<file path="src/rtl/keccak_arbiter.sv">
// Round-robin arbiter sharing one Keccak core between NREQ requesters.
// Each grant passes through a one-cycle core flush before routing begins.
module keccak_arbiter #(
  parameter int NREQ = 3,
  parameter int W    = 64
) (
  input  logic              clk,
  input  logic              rst,
  input  logic [NREQ-1:0]   req_i,
  output logic [NREQ-1:0]   gnt_o,
  input  logic [NREQ-1:0]   rst_k_i,
  input  logic [NREQ*W-1:0] din_i,
  input  logic [NREQ-1:0]   src_ready_i,
  input  logic [NREQ-1:0]   dst_ready_i,
  output logic [NREQ-1:0]   src_read_o,
  output logic [NREQ-1:0]   dst_write_o,
  output logic [W-1:0]      dout_o,
  output logic              rst_k_o,
  output logic [W-1:0]      din_o,
  input  logic [W-1:0]      dout_i,
  output logic              src_ready_o,
  input  logic              src_read_i,
  input  logic              dst_write_i,
  output logic              dst_ready_o
);

  localparam int PW = (NREQ > 1) ? $clog2(NREQ) : 1;
  localparam logic [NREQ-1:0] ONE = NREQ'(1);

  typedef enum logic [1:0] {S_IDLE, S_FLUSH, S_BUSY} state_t;

  state_t            state_reg, state_next;
  logic [NREQ-1:0]   gnt_reg, gnt_next;
  logic [PW-1:0]     rr_ptr_reg, rr_ptr_next;

  logic [2*NREQ-1:0] req_dbl, rot_dbl;
  logic [NREQ-1:0]   req_rot, low_rot, pick;
  logic [PW-1:0]     g_idx, g_inc;
  logic              own_req, busy;
  logic [W-1:0]      din_masked [NREQ];
  logic [W-1:0]      din_sel;

  // Rotate requests so rr_ptr sits at bit 0, take the lowest set bit, rotate back.
  assign req_dbl = {req_i, req_i};
  assign req_rot = req_dbl[NREQ-1:0] >> 0 == '0 ? '0 : NREQ'(req_dbl >> rr_ptr_reg);
  assign low_rot = req_rot & (~req_rot + ONE);
  assign rot_dbl = {low_rot, low_rot} << rr_ptr_reg;
  assign pick    = rot_dbl[2*NREQ-1:NREQ];

  always_comb begin
    g_idx = '0;
    for (int i = 0; i < NREQ; i++) begin
      if (gnt_reg[i]) g_idx = PW'(i);
    end
  end

  assign g_inc   = (g_idx == PW'(NREQ - 1)) ? '0 : g_idx + PW'(1);
  assign own_req = |(req_i & gnt_reg);
  assign busy    = (state_reg == S_BUSY);

  always_ff @(posedge clk or posedge rst) begin
    if (rst) begin
      state_reg  <= S_IDLE;
      gnt_reg    <= '0;
      rr_ptr_reg <= '0;
    end else begin
      state_reg  <= state_next;
      gnt_reg    <= gnt_next;
      rr_ptr_reg <= rr_ptr_next;
    end
  end

  always_comb begin
    state_next  = state_reg;
    gnt_next    = gnt_reg;
    rr_ptr_next = rr_ptr_reg;
    case (state_reg)
      S_IDLE: begin
        if (|req_i) begin
          gnt_next   = pick;
          state_next = S_FLUSH;
        end
      end
      S_FLUSH: begin
        if (own_req) begin
          state_next = S_BUSY;
        end else begin
          state_next = S_IDLE;
          gnt_next   = '0;
        end
      end
      S_BUSY: begin
        if (!own_req) begin
          state_next  = S_IDLE;
          gnt_next    = '0;
          rr_ptr_next = g_inc;
        end
      end
      default: begin
        state_next = S_IDLE;
        gnt_next   = '0;
      end
    endcase
  end

  generate
    for (genvar gi = 0; gi < NREQ; gi++) begin : g_din
      assign din_masked[gi] = din_i[gi*W +: W] & {W{gnt_reg[gi]}};
    end
  endgenerate

  always_comb begin
    din_sel = '0;
    for (int i = 0; i < NREQ; i++) begin
      din_sel = din_sel | din_masked[i];
    end
  end

  // Core side is held idle (reset asserted, nothing ready) unless a transfer is routed.
  always_comb begin
    rst_k_o     = 1'b1;
    din_o       = '0;
    src_ready_o = 1'b1;
    dst_ready_o = 1'b1;
    src_read_o  = '0;
    dst_write_o = '0;
    if (busy) begin
      rst_k_o     = |(rst_k_i & gnt_reg);
      din_o       = din_sel;
      src_ready_o = |(src_ready_i & gnt_reg);
      dst_ready_o = |(dst_ready_i & gnt_reg);
      src_read_o  = gnt_reg & {NREQ{src_read_i}};
      dst_write_o = gnt_reg & {NREQ{dst_write_i}};
    end
  end

  assign gnt_o  = gnt_reg;
  assign dout_o = dout_i;

endmodule

</file>
<file path="config.mk">
export PLATFORM = sky130hd
export DESIGN_NAME = keccak_arbiter
export DESIGN_NICKNAME = d
export VERILOG_FILES = /design/src/rtl/keccak_arbiter.sv
export SDC_FILE = /design/constraint.sdc
export NUM_CORES = 1
export LEC_CHECK = 0
export CAP_MARGIN = 20
export CORE_AREA = 2 2 159 161
export CTS_BUF_LIST = sky130_fd_sc_hd__clkbuf_16
export DETAILED_ROUTE_END_ITERATION = 8
export DIE_AREA = 0 0 161 163
export GPL_TIMING_DRIVEN = 0
export HOLD_SLACK_MARGIN = 0.06
export PLACE_DENSITY = 0.48
export SETUP_SLACK_MARGIN = 0.05
export SYNTH_ARGS = -nofsm -noshare
export SYNTH_HDL_FRONTEND = slang
export SYNTH_SLANG_ARGS = --single-unit
</file>
<file path="constraint.sdc">
create_clock -name clk -period 2.05 [get_ports clk]
set_clock_uncertainty 0.15 [all_clocks]
set_input_delay 0.3075 -clock clk [delete_from_list [all_inputs] [get_ports clk]]
set_output_delay 0.3075 -clock clk [all_outputs]
set_load 0.01 [all_outputs]
</file>
==> results of run 1 <==
-- critical path: cells and delay by family (launching register included) --
family | cells | cell delay, ns
buffers and inverters | 3 | 0.48
AOI/OAI and AO/OA | 1 | 0.45
DFF | 1 | 0.40
and+or+nand+nor | 1 | 0.07
-- cell type report --
| cell class | count | area share |
|---|---|---|
| timing repair buffer | 357 | 0.527 |
| multi-input combinational | 172 | 0.200 |
| buffer | 96 | 0.159 |
| tap | 330 | 0.0673 |
| sequential | 7 | 0.0285 |
| clock buffer | 3 | 0.0122 |
| inverter | 6 | 0.00449 |
| clock inverter | 1 | 0.000612 |
| antenna | 1 | 0.000408 |
-- synthesized netlist by cell type --
master	count	share of area
o21ai_0	1	0.0025
nor3b_1	1	0.0037
inv_1	6	0.011
a2bb2oi_1	1	0.0044
nor2b_1	2	0.0062
o21a_1	2	0.0075
and3_1	6	0.019
nand3_1	4	0.010
nor3_1	1	0.0025
o2bb2ai_1	1	0.0044
nand2_1	3	0.0056
clkbuf_1	25	0.047
nand3b_1	1	0.0037
mux2i_1	1	0.0050
ha_1	3	0.019
a211o_1	1	0.0044
a21boi_0	1	0.0037
o21bai_1	1	0.0037
o311ai_0	1	0.0044
a22oi_1	3	0.011
nand2_2	1	0.0031
mux2_1	2	0.011
buf_1	5	0.0093
dfrtp_1	7	0.087
buf_4	65	0.24
buf_6	1	0.0056
nor2_1	67	0.12
a222oi_1	65	0.32
a32o_1	3	0.015
-- metal layers --
metal | GRT usage | part of all wire | up-vias
met3 | 0.0260 | 0.088 | 15
met4 | 0.0227 | 0.013 | 2
met1 | 0.143 | 0.38 | 1758
li1 | - | - | 1781
met5 | 0 | 0.00073 | -
met2 | 0.231 | 0.52 | 256
-- power groups by stage --
stage / logic [W] / clock network [W] / registers, W
detailed placement: 0.00307 / 0 / 0.000242
CTS: 0.00368 / 0.000342 / 0.000255
finish: 0.00364 / 0.000338 / 0.000258
floorplan: 0.00158 / 0 / 0.000245
global route: 0.00396 / 0.000349 / 0.000268
global placement: 0.00308 / 0 / 0.000240
-- stage by stage --
step,hold WS [ns],instance area [um^2],total power [W]
after global placement,0.405,5900,0.00332
after CTS,0.185,6200,0.00428
final,0.176,6140,0.00423
after global routing,0.221,6140,0.00458
after detailed placement,0.417,5900,0.00331
after floorplan,-0.0391,2010,0.00183
-- logic make-up (layout without fill, tap and decap cells) --
family,Yosys count,count (layout),share of synthesized area
buffers and inverters,102,463,0.315
and+or+nand+nor,86,86,0.178
AOI/OAI and AO/OA,80,80,0.384
DFF,7,7,0.0871
adders and majority gates,3,3,0.0187
muxes,3,3,0.0162
other,0,1,0
-- path summary, 6_finish.rpt --
path | from | slack [ns] | cells past startpoint | endpoint
setup / recovery | gnt_o[0]$_DFFE_PP0P_ | -0.06 | 5 | din_o[14]
hold / removal | rst | 0.18 | 2 | gnt_o[1]$_DFFE_PP0P_
setup reg to reg | gnt_o[0]$_DFFE_PP0P_ | 0.25 | 6 | gnt_o[1]$_DFFE_PP0P_
hold reg to reg | rr_ptr_reg[0]$_DFFE_PP0P_ | 0.44 | 1 | rr_ptr_reg[0]$_DFFE_PP0P_
max in group asynchronous | rst | 1.33 | 2 | rr_ptr_reg[0]$_DFFE_PP0P_
min in group clk | rr_ptr_reg[0]$_DFFE_PP0P_ | 0.44 | 1 | rr_ptr_reg[0]$_DFFE_PP0P_
-- what timing repair did --
item                                    in CTS  in global routing
pin swaps                                   42                 42
buffers inserted                             7                  2
resized for setup                          351                 36
endpoints found under the setup margin      80                 66
cloned                                       1                  0
==> run_results.csv, run 1 <==
group,metric,value,unit
global_routing,grt_max_degree,11,
timing,hold_viol_final,0,
route,firstDrtPassIters,8,
critical_path,critPathMaxFanout,10,
status,violations,"setup timing",
timing,rsz0062_at_grt,"yes",
finish,fin_util,0.249,
die,start_util,0.0815,
clocking,htreeDepth,1,
pwr,switching_share,0.427,
global_routing,grt_overflow_total,0,
placed_design,pre_cts_slack,-1.14,ns
synthesis,yosys_register_bits,7,
synthesis,syn_area,0.00201,mm^2
critical_path,arrival,1.65,ns
finish,largest_register_ffs,3,
timing,worst_pin_slew,0.446,ns
timing,min_period,2.11,ns
route,ant_nets,0,
pwr,power_frac_comb,0.859,
global_routing,grt_pass1_vias,3972,
placed_design,io_buffer_count,347,
timing,maxSlewViolCount,0,
finish,syn_to_final_growth,205,%
synthesis,synth_cells,281,
finish,mostFrequentLayoutCell,"clkdlybuf4s50_1",
timing,worst_slack,-0.0554,ns
synthesis,postSynthNetCount,556,
clocking,root_buffer,"clkbuf_16",
clocking,hold_buffers,0,
finish,multi_input_comb_area,0.00123,mm^2
synthesis,yosysWarnings,0,
critical_path,worst_path_max_delay_cell,"a222oi_1",
pwr,vdd_ir_drop_max,334,uV
critical_path,cpPeakStageDelay,0.45,ns
clocking,cts_tree,"built",
pwr,cellPowerDensity,690,mW/mm^2
synthesis,synth.distinct_cells,29,
finish,drive_above_1_share,0.291,
pwr,switching_power,0.00181,W
die,core_area,0.0247,mm^2
critical_path,critPathCaptureType,"primary output",
route,routed_via_density,3.92,
finish,final_cell_mix,"clkdlybuf4s50_1, buf_4, a222oi_1, nor2_1, buf_2",
timing,fin_tns_setup,-0.190,ns
critical_path,cp.required,1.59,ns
finish,layout.nets,918,
synthesis,postSynthAreaPerCell,7.16,um^2
pwr,clkPwrFrac,0.080,
status,status,"finished with violations",
placed_design,dpl.hpwl,14500,um
route,wl_per_cell,18.2,um
die,die-area,0.0262,mm^2
finish,final_cells,973,
placed_design,placed_cells,958,
job,drv_cap,0,
pwr,p_int,0.00243,W
route,vias,3812,
clocking,numCtsBuffers,3,
global_routing,grt_pass1_wl,24500,um
finish,fillers,2739,
critical_path,critical_path_class,"reg2out",
clocking,clock_sinks,7,
timing,max_freq,475,MHz
route,drc,0,
critical_path,crit_chain,"buf_12 -> clkbuf_8 -> a222oi_1 -> nor2_1 -> buf_2",
global_routing,antenna_found_initial,2,
clocking,clock_latency,0.23,ns
timing,slew_headroom,0.703,
pwr,p_leak,2.53,nW
pwr,p_seq_frac,0.061,
die,io_pins,412,
critical_path,critPathLaunchType,"flop",
placed_design,place_congestion,0.762,
finish,register_area,175,um^2
route,drt_wl_total,17700,um
route,drtIter0Drc,415,
timing,finalCritPeriodShare,1.03,
hold_path,worst_hold_path_type,"in2async",
global_routing,global_route.usage.total,0.122,
die,row_count,58,
die,die_width,161,um
clocking,clockBufferDepth,2,
synthesis,synth-seq-area-share,0.0871,
clocking,clkTransAtPathRegs,0.04,ns
die,fp.dieH,163,um
timing,setup_viol,9,
Note: power is estimated with default switching activity, not from simulation.
==> run 2, diff against run 1 <==
--- a/config.mk
+++ b/config.mk
@@ -6,13 +6,13 @@
 export NUM_CORES = 1
 export LEC_CHECK = 0
 export CAP_MARGIN = 20
-export CORE_AREA = 2 2 159 161
+export CORE_AREA = 2 2 161 163
 export CTS_BUF_LIST = sky130_fd_sc_hd__clkbuf_16
 export DETAILED_ROUTE_END_ITERATION = 8
-export DIE_AREA = 0 0 161 163
+export DIE_AREA = 0 0 163 165
 export GPL_TIMING_DRIVEN = 0
 export HOLD_SLACK_MARGIN = 0.06
-export PLACE_DENSITY = 0.48
+export PLACE_DENSITY = 0.47
 export SETUP_SLACK_MARGIN = 0.05
 export SYNTH_ARGS = -nofsm -noshare
 export SYNTH_HDL_FRONTEND = slang
==> constraint.sdc (replaced) <==
create_clock -name clk -period 2.43 [get_ports clk]
set_clock_uncertainty 0.15 [all_clocks]
set_input_delay 0.3645 -clock clk [delete_from_list [all_inputs] [get_ports clk]]
set_output_delay 0.3645 -clock clk [all_outputs]
set_load 0.01 [all_outputs]
==> run_results.csv, run 2 (synthesized netlist as in run 1, its figures left out) <==
group,metric,value,unit
status,status,"finished clean",
global_routing,antenna_found_initial,1,
finish,drive_above_1_share,0.167,
finish,largest_register_ffs,3,
job,drv_cap,0,
timing,worst_pin_slew,0.353,ns
die,fp.dieH,165,um
route,drtIter0Drc,360,
timing,slew_headroom,0.762,
finish,layout.nets,910,
placed_design,io_buffer_count,347,
die,io_pins,412,
route,wl_met2,8330,um
clocking,numCtsBuffers,3,
critical_path,cp_top_family,"buffers and inverters",
pwr,vdd_ir_drop_max,395,uV
critical_path,critical_path_class,"reg2out",
route,routed.top_layer,"met4",
route,drc,0,
die,die-area,0.0269,mm^2
timing,fin_tns_setup,0,ns
critical_path,cpPeakStageDelay,0.39,ns
pwr,p_leak,2.66,nW
clocking,hold_buffers,0,
finish,fillers,2761,
global_routing,grt_overflow_total,0,
route,drt_wl_total,16700,um
critical_path,critPathLaunchType,"flop",
route,ant_nets,0,
route,met3_length,1630,um
finish,syn_to_final_growth,204,%
placed_design,place_congestion,0.711,
timing,setup_viol,0,
global_routing,global_route.usage.total,0.110,
route,wl_met1,6630,um
route,wl_per_cell,17.4,um
timing,rsz0062_at_grt,"no",
die,die_width,163,um
global_routing,grt_pass1_wl,22500,um
critical_path,critPathCaptureType,"primary output",
critical_path,critPathMaxFanout,10,
timing,hold_slack,0.237,ns
die,core_area,0.0250,mm^2
placed_design,dpl.hpwl,13800,um
route,routed_via_density,3.93,
critical_path,crit_chain,"buf_6 -> clkbuf_4 -> a222oi_1 -> nor2_1 -> dlygate4sd2_1",
critical_path,path_buf_inv,3,
die,row_count,58,
timing,hold_viol_final,0,
clocking,clockBufferDepth,2,
finish,final_cell_mix,"clkdlybuf4s50_1, buf_4, nor2_1, a222oi_1, dlygate4sd2_1",
global_routing,grt_max_degree,11,
critical_path,cp.required,1.92,ns
route,firstDrtPassIters,9,
clocking,clkTransAtPathRegs,0.04,ns
die,start_util,0.0804,
global_routing,grt_pass1_vias,3779,
finish,mostFrequentLayoutCell,"clkdlybuf4s50_1",
timing,min_period,2.28,ns
clocking,cts_tree,"built",
critical_path,worst_path_max_delay_cell,"a222oi_1",
timing,maxSlewViolCount,0,
hold_path,worst_hold_path_type,"in2async",
pwr,cellPowerDensity,521,mW/mm^2
timing,finalCritPeriodShare,0.938,
clocking,clock_latency,0.23,ns
timing,max_freq,439,MHz
route,vias,3797,
clocking,root_buffer,"clkbuf_16",
clocking,clock_sinks,7,
critical_path,arrival,1.77,ns
clocking,htreeDepth,1,
[run 2: changes by cell type in the layout (fill, tap and decap cells not counted), sizes merged]
cell / previous run / this run
buf: 144 / 76
clkdlybuf4s15: 5 / 2
dlymetal6s2s: 0 / 5
clkdlybuf4s50: 274 / 279
dlygate4sd2: 1 / 61
clkbuf: 32 / 25
[run 2: worst reg2reg max path, stage by stage (launching register included)]
cell,delay (ns)
dfrtp_1,0.38
buf_6,0.17
a222oi_1,0.33
buf_4,0.20
buf_4,0.11
o21a_1,0.16
a32o_1,0.18
[run 2: through the flow]
stage / instance area [um^2] / utilization / worst slack (ns) / power (W) / std cells
4_1_cts: 6070 / 0.242 / 0.0552 / 0.00320 / 962
3_3_place_gp: 5900 / 0.236 / -0.836 / 0.00278 / 958
3_5_place_dp: 5900 / 0.236 / -0.833 / 0.00277 / 958
2_1_floorplan: 2010 / - / 0.540 / 0.00154 / 281
6_report: 6110 / 0.244 / 0.150 / 0.00318 / 965
5_1_grt: 6110 / 0.244 / 0.0515 / 0.00343 / 965
[run 2: timing repair]
action,in CTS,in global routing
endpoints found under the setup margin,79,44
pin swaps,7,5
endpoints found under the hold margin,0,0
resized for setup,127,17
setup buffers,0,2
[run 2: layout make-up]
type                            instances  area (um^2)  area share
Clock buffer                            3         75.1      0.0123
Sequential cell                         7          175      0.0287
Multi-Input combinational cell        172         1210       0.198
Inverter                                6         22.5     0.00369
Antenna cell                            1         2.50    0.000410
Clock inverter                          1         3.75    0.000614
Buffer                                 96          786       0.129
Timing Repair Buffer                  349         3420       0.561
Tap cell                              330          413      0.0676
[run 2: path summary, 6_finish.rpt]
check	slack, ns	end	start	depth (start not counted)
min in group clk	0.41	rr_ptr_reg[0]$_DFFE_PP0P_	rr_ptr_reg[0]$_DFFE_PP0P_	1
worst min register to register	0.41	rr_ptr_reg[0]$_DFFE_PP0P_	rr_ptr_reg[0]$_DFFE_PP0P_	1
worst max-delay path	0.15	din_o[44]	gnt_o[1]$_DFFE_PP0P_	5
worst max register to register	0.68	gnt_o[1]$_DFFE_PP0P_	gnt_o[0]$_DFFE_PP0P_	6
worst min-delay path	0.24	gnt_o[1]$_DFFE_PP0P_	rst	2
max in group asynchronous	1.64	rr_ptr_reg[1]$_DFFE_PP0P_	rst	2
[run 2: power by group]
| group | total [W] | switching (W) | leakage (nW) | internal [W] |
|---|---|---|---|---|
| Clock | 0.000281 | 0.0000667 | 0.0423 | 0.000214 |
| Combinational | 0.00270 | 0.00131 | 2.53 | 0.00138 |
| Sequential | 0.000205 | 0.0000393 | 0.0902 | 0.000166 |
| Total | 0.00318 | 0.00142 | 2.66 | 0.00176 |
[run 2: metal layers]
| metal | global-route usage | vias to the layer above |
|---|---|---|
| met2 | 0.203 | 287 |
| li1 | - | 1759 |
| met4 | 0.0185 | 0 |
| met5 | 0 | - |
| met1 | 0.136 | 1741 |
| met3 | 0.0196 | 10 |
==> run 3, diff against run 2 <==
--- a/config.mk
+++ b/config.mk
@@ -5,14 +5,16 @@
 export SDC_FILE = /design/constraint.sdc
 export NUM_CORES = 1
 export LEC_CHECK = 0
+export ABC_AREA = 1
 export CAP_MARGIN = 20
-export CORE_AREA = 2 2 161 163
+export CORE_AREA = 2 2 160 162
 export CTS_BUF_LIST = sky130_fd_sc_hd__clkbuf_16
+export CTS_CLUSTER_SIZE = 14
 export DETAILED_ROUTE_END_ITERATION = 8
-export DIE_AREA = 0 0 163 165
+export DIE_AREA = 0 0 162 164
 export GPL_TIMING_DRIVEN = 0
 export HOLD_SLACK_MARGIN = 0.06
-export PLACE_DENSITY = 0.47
+export PLACE_DENSITY = 0.51
 export SETUP_SLACK_MARGIN = 0.05
 export SYNTH_ARGS = -nofsm -noshare
 export SYNTH_HDL_FRONTEND = slang
==> run_results.csv, run 3 <==
group,metric,value,unit
status,status,"finished clean",
timing,worst_pin_slew,0.306,ns
synthesis,postSynthNetCount,865,
timing,hold_viol_final,0,
clocking,clockBufferDepth,2,
clocking,clkTransAtPathRegs,0.04,ns
timing,min_period,2.28,ns
route,wl_per_cell,14.4,um
synthesis,synth_area_leaders,"nand2_1, buf_4, nand3_1",
job,drv_cap,0,
critical_path,r2r_start,"gnt_o[0]$_DFFE_PP0P_",
finish,mostFrequentLayoutCell,"nand2_1",
synthesis,yosys.cell_count.top_type,"nand2_1",
finish,syn_to_final_growth,154,%
synthesis,synthArstFlopShare,1.00,
critical_path,critical_path_class,"reg2out",
finish,final_cell_mix,"nand2_1, clkdlybuf4s50_1, nand3_1, buf_4, inv_1",
synthesis,yosys.area.top_type,"nand2_1",
critical_path,r2r_cells,8,
global_routing,grt_util_met3,0.0250,
timing,maxSlewViolCount,0,
timing,max_freq,438,MHz
global_routing,global_route.usage.total,0.127,
clocking,clock_latency,0.23,ns
critical_path,cp.required,1.92,ns
global_routing,met2_usage,0.240,
route,drt_wl_total,18400,um
die,start_util,0.113,
die,die-area,0.0266,mm^2
route,drc,0,
synthesis,syn_area,0.00280,mm^2
clocking,cts_tree,"built",
clocking,numCtsBuffers,3,
global_routing,grt_pass1_vias,4648,
synthesis,synth-main-ff-cell,"dfrtp_1",
placed_design,io_buffer_count,347,
route,firstDrtPassIters,4,
finish,largest_register_ffs,3,
timing,rsz0062_at_grt,"no",
critical_path,critPathMaxFanout,10,
route,routed_via_density,3.66,
synthesis,yosysTopAreaCellShare,0.393,
route,vias,4697,
timing,slew_headroom,0.795,
clocking,htreeDepth,1,
global_routing,grt_max_degree,11,
critical_path,arrival,1.77,ns
clocking,root_buffer,"clkbuf_16",
synthesis,postSynthAreaPerCell,4.74,um^2
pwr,vdd_ir_drop_max,229,uV
synthesis,synth_edf_count,0,
die,fp.dieH,164,um
global_routing,grt_pass1_wl,26000,um
pwr,cellPowerDensity,469,mW/mm^2
die,core_area,0.0248,mm^2
synthesis,synth-seq-area-share,0.0626,
synthesis,synth.distinct_cells,19,
global_routing,grt.met1_usage,0.151,
clocking,clock_sinks,7,
pwr,total_power,0.00333,W
placed_design,dpl.hpwl,15500,um
synthesis,yosys_register_bits,7,
global_routing,grt_overflow_total,0,
finish,layout.nets,1229,
finish,drive_above_1_share,0.135,
global_routing,antenna_found_initial,0,
critical_path,rrSetupSlack,0.85,ns
die,die_width,162,um
global_routing,gr-max-usage-layer,"met2",
route,drtIter0Drc,136,
synthesis,synth_cells,590,
pwr,p_leak,3.95,nW
critical_path,critPathCaptureType,"primary output",
timing,hold_slack,0.220,ns
timing,setup_viol,0,
placed_design,place_congestion,0.773,
critical_path,critPathLaunchType,"flop",
critical_path,reg2reg_to,"gnt_o[1]$_DFFE_PP0P_",
synthesis,yosysWarnings,0,
route,ant_nets,0,
die,row_count,58,
timing,finalCritPeriodShare,0.940,
die,io_pins,412,
synthesis,synth_common_cells,"nand2_1, nand3_1, inv_1, buf_4, clkbuf_1",
hold_path,worst_hold_path_type,"in2async",
clocking,hold_buffers,0,
[run 3: cell types whose count changed in the layout (fill, tap and decap cells not counted), moves of 9 or more]
cell / change
a222oi_1: -65
inv_1: +68
nor2_1: -56
nand3_1: +78
dlymetal6s2s_1: +9
nand2_1: +290
[run 3: worst max-delay path, cell delays in order (launching register included)]
cell,delay (ns)
dfrtp_1,0.34
clkbuf_8,0.19
buf_8,0.18
nand2_1,0.12
nor2_1,0.11
clkdlybuf4s50_1,0.56
[run 3: cells by family (layout without fill, tap and decap cells)]
| logic type | count (synthesis) | in the layout | share of synthesized area |
|---|---|---|---|
| other | 0 | 1 | 0 |
| adder cells (fa/ha/maj) | 3 | 3 | 0.0134 |
| buffers and inverters | 174 | 537 | 0.323 |
| AND/OR/NAND/NOR | 396 | 396 | 0.577 |
| AO/OA/AOI/OAI | 10 | 10 | 0.0233 |
| flip-flops | 7 | 7 | 0.0626 |
[run 3: metal layers]
layer  up-vias  share of wire  routed length [um]
met1      2024           0.40                7380
met5         -              0                   0
met3         9          0.088                1620
met2       233           0.50                9240
li1       2431              -                   -
met4         0          0.010                 192
[run 3: area by class of cell]
cell class	instances	area, um^2
Multi-Input combinational cell	409	1730
Antenna cell	1	2.50
Tap cell	330	413
Sequential cell	7	175
Clock buffer	3	75.1
Buffer	96	858
Fill cell	2832	17700
Clock inverter	1	3.75
Timing Repair Buffer	359	3540
Inverter	78	297
[run 3: worst max-delay path by stage]
stage | cells past startpoint | endpoint | slack [ns] | from
floorplan | 6 | din_o[0] | 0.63 | state_reg[0]$_DFFE_PP0P_
global placement | 8 | din_o[23] | -0.72 | gnt_o[1]$_DFFE_PP0P_
detailed placement | 7 | din_o[61] | -0.72 | state_reg[0]$_DFFE_PP0P_
CTS | 7 | din_o[1] | 0.02 | state_reg[0]$_DFFE_PP0P_
global route | 5 | src_read_o[2] | 0.06 | gnt_o[2]$_DFFE_PP0P_
finish | 5 | src_read_o[2] | 0.15 | gnt_o[2]$_DFFE_PP0P_
[run 3: where the power goes]
| group | internal (W) | switching, W | leakage (nW) |
|---|---|---|---|
| clock | 0.000214 | 0.0000673 | 0.0423 |
| combinational | 0.00137 | 0.00146 | 3.82 |
| sequential | 0.000163 | 0.0000461 | 0.0893 |
[run 3: what timing repair did]
item / CTS / global route
setup buffers: 5 / 7
gates resized for setup: 145 / 18
endpoints found under the setup margin: 73 / 16
pin swaps: 0 / 0
[run 3: stage by stage]
step                cell area, um^2  setup TNS, ns  setup WS, ns  std cells  utilization
finish                         7090              0         0.145       1284        0.286
global route                   7090              0        0.0570       1283        0.286
CTS                            6990              0        0.0155       1276        0.282
detailed placement             6680         -34.57        -0.721       1267        0.269
global placement               6680         -33.40        -0.721       1267        0.269
floorplan                      2800              0         0.635        590            -
